### src/rtl/pipeline_ctrl_pkg.sv
// Shared definitions for the pipeline controller: state encodings, defaults
// and the packed control-output bundle used by the controller and benches.
package pipeline_ctrl_pkg;

   localparam int FLUSH_DEPTH_DEF = 2;
   localparam int CNT_W_DEF       = 16;
   localparam int FCNT_W          = 3;

   typedef enum logic [1:0] {
      ST_RUN     = 2'd0,
      ST_MEMWAIT = 2'd1,
      ST_FLUSH   = 2'd2,
      ST_HALT    = 2'd3
   } state_e;

   typedef struct packed {
      logic pc_en;
      logic if_id_en;
      logic id_ex_en;
      logic ex_mem_en;
      logic if_id_flush;
      logic id_ex_bubble;
   } ctl_t;

   localparam ctl_t CTL_RUN    = ctl_t'(6'b1111_00);
   localparam ctl_t CTL_FREEZE = ctl_t'(6'b0000_00);
   localparam ctl_t CTL_FLUSH  = ctl_t'(6'b1111_11);
   localparam ctl_t CTL_STALL  = ctl_t'(6'b0011_01);
   localparam ctl_t CTL_HALTIN = ctl_t'(6'b0111_10);

endpackage

### src/rtl/pipeline_ctrl_if.sv
// Core-side request flags and controller-side stage enables/counters.
interface pipeline_ctrl_if
   import pipeline_ctrl_pkg::*;
#(
   parameter int CNT_W = CNT_W_DEF
);
   logic             hazard;
   logic             branch_taken;
   logic             mem_busy;
   logic             halt_req;
   logic             resume;
   logic             clr_cnt;
   logic             pc_en;
   logic             if_id_en;
   logic             id_ex_en;
   logic             ex_mem_en;
   logic             if_id_flush;
   logic             id_ex_bubble;
   logic [1:0]       state;
   logic [CNT_W-1:0] stall_cnt;
   logic [CNT_W-1:0] flush_cnt;

   modport master (
      output hazard, branch_taken, mem_busy, halt_req, resume, clr_cnt,
      input  pc_en, if_id_en, id_ex_en, ex_mem_en, if_id_flush, id_ex_bubble,
      input  state, stall_cnt, flush_cnt
   );

   modport slave (
      input  hazard, branch_taken, mem_busy, halt_req, resume, clr_cnt,
      output pc_en, if_id_en, id_ex_en, ex_mem_en, if_id_flush, id_ex_bubble,
      output state, stall_cnt, flush_cnt
   );
endinterface

### src/rtl/pipeline_ctrl_sat_counter.sv
// Saturating up-counter with synchronous clear taking priority over increment.
module sat_counter #(
   parameter int CNT_W = 16
) (
   input  logic             clk,
   input  logic             rst_n,
   input  logic             inc,
   input  logic             clr,
   output logic [CNT_W-1:0] count
);
   always_ff @(posedge clk or negedge rst_n) begin
      if (!rst_n) begin
         count <= '0;
      end else if (clr) begin
         count <= '0;
      end else if (inc && (count != '1)) begin
         count <= count + CNT_W'(1);
      end
   end
endmodule

### src/rtl/pipeline_ctrl.sv
// Pipeline stall/flush/halt sequencer with stall and branch-flush counters.
//   state   | meaning
//   RUN     | normal issue; stalls on hazard, starts flush on taken branch
//   MEMWAIT | frozen on data memory; exits as RUN in the same cycle
//   FLUSH   | IF/ID flushed while the flush down-counter runs to zero
//   HALT    | fetch stopped, downstream drains until resume
module pipeline_ctrl
   import pipeline_ctrl_pkg::*;
#(
   parameter int FLUSH_DEPTH = FLUSH_DEPTH_DEF,
   parameter int CNT_W       = CNT_W_DEF
) (
   input logic            clk,
   input logic            rst_n,
   pipeline_ctrl_if.slave bus
);
   localparam logic [FCNT_W-1:0] FLUSH_LOAD = FCNT_W'(FLUSH_DEPTH - 1);

   state_e            state_q, state_d;
   logic [FCNT_W-1:0] fcnt_q, fcnt_d;
   ctl_t              ctl;
   logic              stall_inc;
   logic              flush_inc;
   logic [CNT_W-1:0]  stall_q;
   logic [CNT_W-1:0]  flush_q;

   always_ff @(posedge clk or negedge rst_n) begin
      if (!rst_n) begin
         state_q <= ST_RUN;
         fcnt_q  <= '0;
      end else begin
         state_q <= state_d;
         fcnt_q  <= fcnt_d;
      end
   end

   always_comb begin
      ctl       = CTL_RUN;
      state_d   = state_q;
      fcnt_d    = fcnt_q;
      flush_inc = 1'b0;
      if (bus.mem_busy) begin
         ctl = CTL_FREEZE;
         if (state_q == ST_RUN || state_q == ST_MEMWAIT) begin
            state_d = ST_MEMWAIT;
         end
      end else begin
         case (state_q)
            ST_RUN, ST_MEMWAIT: begin
               state_d = ST_RUN;
               if (bus.branch_taken) begin
                  ctl       = CTL_FLUSH;
                  flush_inc = 1'b1;
                  if (FLUSH_DEPTH > 1) begin
                     fcnt_d  = FLUSH_LOAD;
                     state_d = ST_FLUSH;
                  end
               end else if (bus.hazard) begin
                  ctl = CTL_STALL;
               end else if (bus.halt_req) begin
                  ctl     = CTL_HALTIN;
                  state_d = ST_HALT;
               end
            end
            ST_FLUSH: begin
               ctl = CTL_FLUSH;
               // terminal count: the cycle that takes the counter to zero is the last flush
               if (fcnt_q <= FCNT_W'(1)) begin
                  fcnt_d  = '0;
                  state_d = ST_RUN;
               end else begin
                  fcnt_d = fcnt_q - FCNT_W'(1);
               end
            end
            ST_HALT: begin
               ctl = CTL_STALL;
               if (bus.resume) begin
                  state_d = ST_RUN;
               end
            end
            default: begin
               state_d = ST_RUN;
               fcnt_d  = '0;
            end
         endcase
      end
   end

   assign stall_inc = !ctl.pc_en && (state_q != ST_HALT);

   sat_counter #(.CNT_W(CNT_W)) u_stall_cnt (
      .clk   (clk),
      .rst_n (rst_n),
      .inc   (stall_inc),
      .clr   (bus.clr_cnt),
      .count (stall_q)
   );

   sat_counter #(.CNT_W(CNT_W)) u_flush_cnt (
      .clk   (clk),
      .rst_n (rst_n),
      .inc   (flush_inc),
      .clr   (bus.clr_cnt),
      .count (flush_q)
   );

   assign bus.pc_en        = ctl.pc_en;
   assign bus.if_id_en     = ctl.if_id_en;
   assign bus.id_ex_en     = ctl.id_ex_en;
   assign bus.ex_mem_en    = ctl.ex_mem_en;
   assign bus.if_id_flush  = ctl.if_id_flush;
   assign bus.id_ex_bubble = ctl.id_ex_bubble;
   assign bus.state        = state_q;
   assign bus.stall_cnt    = stall_q;
   assign bus.flush_cnt    = flush_q;
endmodule

### src/flat_wrapper.sv
// flat-port wrapper written by rule: the top's interface ports become plain ports
module pipeline_ctrl_flat import pipeline_ctrl_pkg::*;
#(
   parameter int FLUSH_DEPTH = FLUSH_DEPTH_DEF,
   parameter int CNT_W       = CNT_W_DEF
)
  (clk, rst_n, bus_hazard, bus_branch_taken, bus_mem_busy, bus_halt_req, bus_resume, bus_clr_cnt, bus_pc_en, bus_if_id_en, bus_id_ex_en, bus_ex_mem_en, bus_if_id_flush, bus_id_ex_bubble, bus_state, bus_stall_cnt, bus_flush_cnt);
  pipeline_ctrl_if #(.CNT_W(CNT_W)) bus_i ();
  input logic clk;
  input logic rst_n;
  input wire logic [$bits(bus_i.hazard)-1:0] bus_hazard;
  input wire logic [$bits(bus_i.branch_taken)-1:0] bus_branch_taken;
  input wire logic [$bits(bus_i.mem_busy)-1:0] bus_mem_busy;
  input wire logic [$bits(bus_i.halt_req)-1:0] bus_halt_req;
  input wire logic [$bits(bus_i.resume)-1:0] bus_resume;
  input wire logic [$bits(bus_i.clr_cnt)-1:0] bus_clr_cnt;
  output wire logic [$bits(bus_i.pc_en)-1:0] bus_pc_en;
  output wire logic [$bits(bus_i.if_id_en)-1:0] bus_if_id_en;
  output wire logic [$bits(bus_i.id_ex_en)-1:0] bus_id_ex_en;
  output wire logic [$bits(bus_i.ex_mem_en)-1:0] bus_ex_mem_en;
  output wire logic [$bits(bus_i.if_id_flush)-1:0] bus_if_id_flush;
  output wire logic [$bits(bus_i.id_ex_bubble)-1:0] bus_id_ex_bubble;
  output wire logic [$bits(bus_i.state)-1:0] bus_state;
  output wire logic [$bits(bus_i.stall_cnt)-1:0] bus_stall_cnt;
  output wire logic [$bits(bus_i.flush_cnt)-1:0] bus_flush_cnt;
  assign bus_i.hazard = bus_hazard;
  assign bus_i.branch_taken = bus_branch_taken;
  assign bus_i.mem_busy = bus_mem_busy;
  assign bus_i.halt_req = bus_halt_req;
  assign bus_i.resume = bus_resume;
  assign bus_i.clr_cnt = bus_clr_cnt;
  assign bus_pc_en = bus_i.pc_en;
  assign bus_if_id_en = bus_i.if_id_en;
  assign bus_id_ex_en = bus_i.id_ex_en;
  assign bus_ex_mem_en = bus_i.ex_mem_en;
  assign bus_if_id_flush = bus_i.if_id_flush;
  assign bus_id_ex_bubble = bus_i.id_ex_bubble;
  assign bus_state = bus_i.state;
  assign bus_stall_cnt = bus_i.stall_cnt;
  assign bus_flush_cnt = bus_i.flush_cnt;
  pipeline_ctrl #(.FLUSH_DEPTH(FLUSH_DEPTH), .CNT_W(CNT_W)) u_core (.clk(clk), .rst_n(rst_n), .bus(bus_i));
endmodule
### config.mk
export PLATFORM = sky130hd
export DESIGN_NAME = pipeline_ctrl_flat
export DESIGN_NICKNAME = d
export VERILOG_FILES = /design/src/rtl/pipeline_ctrl_pkg.sv /design/src/rtl/pipeline_ctrl_if.sv /design/src/rtl/pipeline_ctrl_sat_counter.sv /design/src/rtl/pipeline_ctrl.sv /design/src/flat_wrapper.sv
export SDC_FILE = /design/constraint.sdc
export NUM_CORES = 1
export LEC_CHECK = 0
export ABC_AREA = 1
export ABC_CLOCK_PERIOD_IN_PS = 4770
export CAP_MARGIN = 10
export CORE_MARGIN = 4
export CORE_UTILIZATION = 50
export CTS_CLUSTER_DIAMETER = 120
export DETAILED_ROUTE_END_ITERATION = 10
export PLACE_DENSITY = 0.78
export SKIP_LAST_GASP = 1
export SLEW_MARGIN = 20
export SYNTH_ARGS = -nofsm -noshare
export SYNTH_HDL_FRONTEND = slang
export SYNTH_SLANG_ARGS = --single-unit
export TNS_END_PERCENT = 5
### constraint.sdc
create_clock -name clk -period 4.77 [get_ports clk]
set_input_delay 0.954 -clock clk [delete_from_list [all_inputs] [get_ports clk]]
set_output_delay 0.954 -clock clk [all_outputs]
set_load 0.02 [all_outputs]
* Word-level counts from Yosys, hierarchy flattened
Index checks and enable logic that the tools add are counted.
** Word-level totals
- Register bits after elaboration :: 37
- Bits of input ports :: 8
- Output and inout port bits :: 40
- Word-level logic and storage cells :: 54
** Operators by class
- Add/sub/neg operators :: 3
- Order comparisons :: 1
- Equal/unequal tests :: 10
- Multiplexer cells :: 23
- Bitwise operators :: 1
- Reduce and logical (&&, ||, !) cells :: 12
** Operators with widths (count)
- $mux W16 :: 4
- $add A16 B1 Y16 const B :: 2
- $ne A16 B16 Y1 const B :: 2
- $mux W6 :: 4
- $pmux W6 S3 :: 1
- $mux W2 :: 7
- $mux W3 :: 2
- $pmux W2 S3 :: 1
- $pmux W3 S2 :: 1
- $reduce_and A3 Y1 :: 2
- $reduce_bool A2 Y1 :: 3
- $eq A2 B2 Y1 const B :: 2
- $ne A2 B2 Y1 const B :: 2
- $le A3 B1 Y1 const B :: 1
- $logic_and A1 B1 Y1 :: 3
- $mux W1 :: 3
- $ne A3 B2 Y1 const B :: 1
- $ne A3 B3 Y1 const B :: 1
- $sub A3 B1 Y3 const B :: 1
- $eq A2 B1 Y1 const B :: 1
- $logic_not A2 Y1 :: 1
- $ne A2 B1 Y1 const B :: 1
- $reduce_or A2 Y1 :: 1
- $logic_not A1 Y1 :: 1
- other kinds (2) :: 2

* Longest topological paths before layout
- Word-level depth :: 10
- Gate-level depth with buffers :: 10
- Mapped depth without buffers :: 9

* Hierarchy
From an unflattened synthesis, not the netlist that was laid out.
** Unflattened totals
- Cell total of the unflattened synthesis :: 349
- Area, all modules :: 2469.9 µm²
** Modules (own cells, without submodules)
- sat_counter :: times used 2, cells an instance 144, area each 1037.2 µm², seq. area each 400.4 µm²
- pipeline_ctrl :: times used 1, cells an instance 61, area each 395.4 µm², seq. area each 125.1 µm²

* Worst setup path before layout
No wires, ideal clock.
- Path type :: input -> output
- From :: input port bus_mem_busy
- To :: output port bus_if_id_en
- Arrival :: 1.526 ns
- Required time :: 3.816 ns
- Path slack :: 2.290 ns
- Cell stages on the path :: 3
- Path buffers :: 0
- Cell sequence :: inv_2 -> nand2_1 -> a21oi_1
** Between the ends
- Longest elaborated chain between the ends :: 1
** Ends and longest elaborated chain
- start: declaration :: RTL line flat_wrapper.sv:13 : input wire logic [$bits(bus_i.mem_busy)-1:0] bus_mem_busy;
- $mux W6 :: RTL line pipeline_ctrl.sv:42 : if (bus.mem_busy) begin
- end: declaration :: RTL line flat_wrapper.sv:18 : output wire logic [$bits(bus_i.if_id_en)-1:0] bus_if_id_en;
No other way between the ends.

* Worst setup path after layout
- From :: input port bus_branch_taken
- To :: output port bus_if_id_en
** Between the ends
- Longest elaborated chain between the ends :: 3
** Ends and longest elaborated chain
- start: declaration :: RTL line flat_wrapper.sv:12 : input wire logic [$bits(bus_i.branch_taken)-1:0] bus_branch_taken;
- $mux W6 :: RTL line pipeline_ctrl.sv:51 : if (bus.branch_taken) begin
- $pmux W6 S3 :: RTL line pipeline_ctrl.sv:48 : case (state_q)
- $mux W6 :: RTL line pipeline_ctrl.sv:42
No other way between the ends.

==> impl_metrics.env <==
export IMPL_status="finished clean"
export IMPL_synth_top_family_by_area="simple AND/OR/NAND/NOR gates"
export IMPL_synth_nets=360
export IMPL_routed_wl_met2_um=2888
export IMPL_r2r_start="u_core.u_flush_cnt.count[1]$_DFFE_PN0P_"
export IMPL_ys_seq_area_frac=0.3776
export IMPL_fin_util=0.6405
export IMPL_rrSetupSlack_ns=2.79
export IMPL_grt_overflow_total=0
export IMPL_ir_drop_v=0.0001605
export IMPL_r2r_end="u_core.u_flush_cnt.count[9]$_DFFE_PN0P_"
export IMPL_clock_latency_ns=0.30
export IMPL_clock_path_buffers=2
export IMPL_totalWireLength_um=6039
export IMPL_finalHoldViolations=0
export IMPL_maxCapViolCount=0
export IMPL_start_util=0.5192
export IMPL_synth_top_cells_by_count="nand2_1 (122), nor2_1 (46), dfrtp_1 (37)"
export IMPL_wl_per_cell_um=13.07
export IMPL_core_region_area_um2=4723
export IMPL_grt_antenna_before_repair=0
export IMPL_skew_ns=0.003814
export IMPL_antenna_cells=0
export IMPL_cts_setup_buffers=0
export IMPL_yosysTopAreaCellShare=0.3776
export IMPL_synthCells=348
export IMPL_syn_to_final_growth_pct=23.37
export IMPL_r2r_cells=9
export IMPL_dr_pass1_iters=4
export IMPL_hpwl_um=4186
export IMPL_fillerInstances=424
export IMPL_cp_max_fo=3
export IMPL_holdPathStages=2
export IMPL_crit_path_start_kind="primary input"
export IMPL_io_pins=48
export IMPL_synth_fa_ha_area_frac=0.02041
export IMPL_synth_area_um2=2452
export IMPL_root_buffer="clkbuf_8"
export IMPL_layout_nets=407
export IMPL_fin_setup_tns_ns=0
export IMPL_gp_congestion=0.8457
export IMPL_hold_path_class="reg -> reg"
export IMPL_grt_pass1_vias=2313
export IMPL_power_mw=0.9154
export IMPL_min_to="u_core.u_flush_cnt.count[1]$_DFFE_PN0P_"
export IMPL_fp_row_count=25
export IMPL_yosysUniqueCellTypes=28
export IMPL_die_h_um=78.04
export IMPL_synth_compound_area_frac=0.04541
export IMPL_cts_buffers=5
export IMPL_required_ns=3.82
export IMPL_synth_area_mux_share=0
export IMPL_slew_headroom=0.4457
export IMPL_vias=2434
export IMPL_via_per_inst=5.268
export IMPL_cp_arrival_ns=2.42
export IMPL_syn_avg_cell_area_um2=7.047
export IMPL_p_leak_nw=1.420
export IMPL_yosys_area_share_simple=0.4429
export IMPL_yosysWarnings=0
export IMPL_cts_tree="done"
export IMPL_fp_dieW_um=78.04
export IMPL_h_tree_depth=2
export IMPL_wl_met1_um=2761
export IMPL_synth_most_common_cell="nand2_1"
export IMPL_grt_pass1_wl_um=10570
export IMPL_first_iter_violations=153
export IMPL_min_from="u_core.u_flush_cnt.count[1]$_DFFE_PN0P_"
export IMPL_dieArea_um2=6089
export IMPL_post_route_period_util=0.7079
export IMPL_synthArstFlopShare=1.000
export IMPL_fmax_mhz=296.2
export IMPL_path_class="in -> out"
export IMPL_dpl_cell_count=455
export IMPL_antenna_left=0
export IMPL_slew_violations=0
export IMPL_groute_usage_overall=0.2154
export IMPL_io_buffers=47
export IMPL_finalSetupViolations=0
export IMPL_synth_edf_count=0
export IMPL_synth_largest_area_cell="dfrtp_1"
export IMPL_synth_seq_cells=37
export IMPL_cts_hold_buf=0
export IMPL_startpoint="bus_branch_taken"
export IMPL_drc=0
export IMPL_worst_pin_slew_ns=0.8314
export IMPL_rsz0062_at_grt="false"
export IMPL_period_needed_ns=3.376
export IMPL_drive_above_1_share=0.07089
export IMPL_cts_resized=0
export IMPL_synth_main_ff_cell="dfrtp_1"
export IMPL_routed_top_layer="met4"
export IMPL_cts_sinks=37
export IMPL_crit_path_end_kind="primary output"
export IMPL_clk_pin_slew_ns=0.07
export IMPL_grt_start_max_net_pins=38
export IMPL_power_density_nw_per_um2=302.6
export IMPL_wl_met3_um=281
export IMPL_stdcell_count=462
export IMPL_synth_area_leaders="dfrtp_1 (38%), nand2_1 (19%), nor2_1 (7.0%), nand4_1 (6.6%), nand3_1 (5.1%)"
export IMPL_synthXorXnorAreaFrac=0.03929
-- area by class of cell --
class / instances / area, um2 / share of cell area
multi-input combinational: 273 / 1344 / 0.4442
sequential: 37 / 925.9 / 0.3060
timing repair buffer: 48 / 473.0 / 0.1563
inverter: 30 / 112.6 / 0.03722
clock buffer: 7 / 86.33 / 0.02854
tap: 67 / 83.83 / 0.02771
-- cells by family (layout without fill, tap and decap cells) --
kind of cell,count (synthesis),after routing
simple gates,239,239
buf+inv,38,85
flops,37,37
compound gates,19,19
xor+xnor,11,11
fa+ha+maj,4,4
-- where the power goes --
part	internal, mW	leakage [nW]	total (mW)	switching (mW)
clock network	0.115	0.0443	0.228	0.114
logic	0.111	0.869	0.312	0.201
registers	0.342	0.507	0.375	0.0333
total	0.568	1.42	0.915	0.348
-- per-layer routing --
| metal | vias up | GRT usage |
|---|---|---|
| met5 | - | 0 |
| met4 | 0 | 0.09441 |
| met3 | 10 | 0.04243 |
| met2 | 69 | 0.3433 |
| met1 | 1136 | 0.2845 |
| li1 | 1219 | - |
-- worst max-delay path: stages --
cell	delay, ns
clkdlybuf4s50_1	0.48
inv_1	0.06
nand2_1	0.10
inv_1	0.06
a21oi_1	0.14
clkdlybuf4s50_1	0.63
-- sequential cells by signal, summed over array words and instances (netlist names) --
name	cells
u_core.fcnt_q	3
u_core.bus.state	2
u_core.u_flush_cnt.count	16
u_core.u_stall_cnt.count	16
-- worst max-delay path by stage --
stage / endpoint / slack, ns
2_1_floorplan: bus_if_id_en / 2.29
3_3_place_gp: bus_if_id_flush / 1.40
3_5_place_dp: bus_if_id_flush / 1.41
4_1_cts: bus_if_id_en / 1.40
5_1_grt: bus_if_id_flush / 1.32
6_report: bus_if_id_en / 1.39
-- placed cells by master, fill, tap and decap left out, drive strengths merged --
cell	n
nor3	1
clkdlybuf4s50	46
o21bai	5
o21ai	8
nand3b	1
dfrtp	37
xor2	11
nand2	129
nor2	53
buf	2
a21oi	4
or2	3
clkbuf	7
o22ai	1
inv	30
o211ai	1
nand4	26
ha	4
nand3	26
-- through the flow --
| step | cell area (um2) | hold WS (ns) | setup WS, ns |
|---|---|---|---|
| after global routing | 3025 | 0.6029 | 1.316 |
| final | 3025 | 0.5658 | 1.394 |
| after global placement | 2939 | 0.5412 | 1.398 |
| after detailed placement | 2939 | 0.5502 | 1.407 |
| after floorplan | 2452 | 0.5173 | 2.290 |
| after CTS | 3025 | 0.5673 | 1.396 |
(Power assumes the default switching activity.)
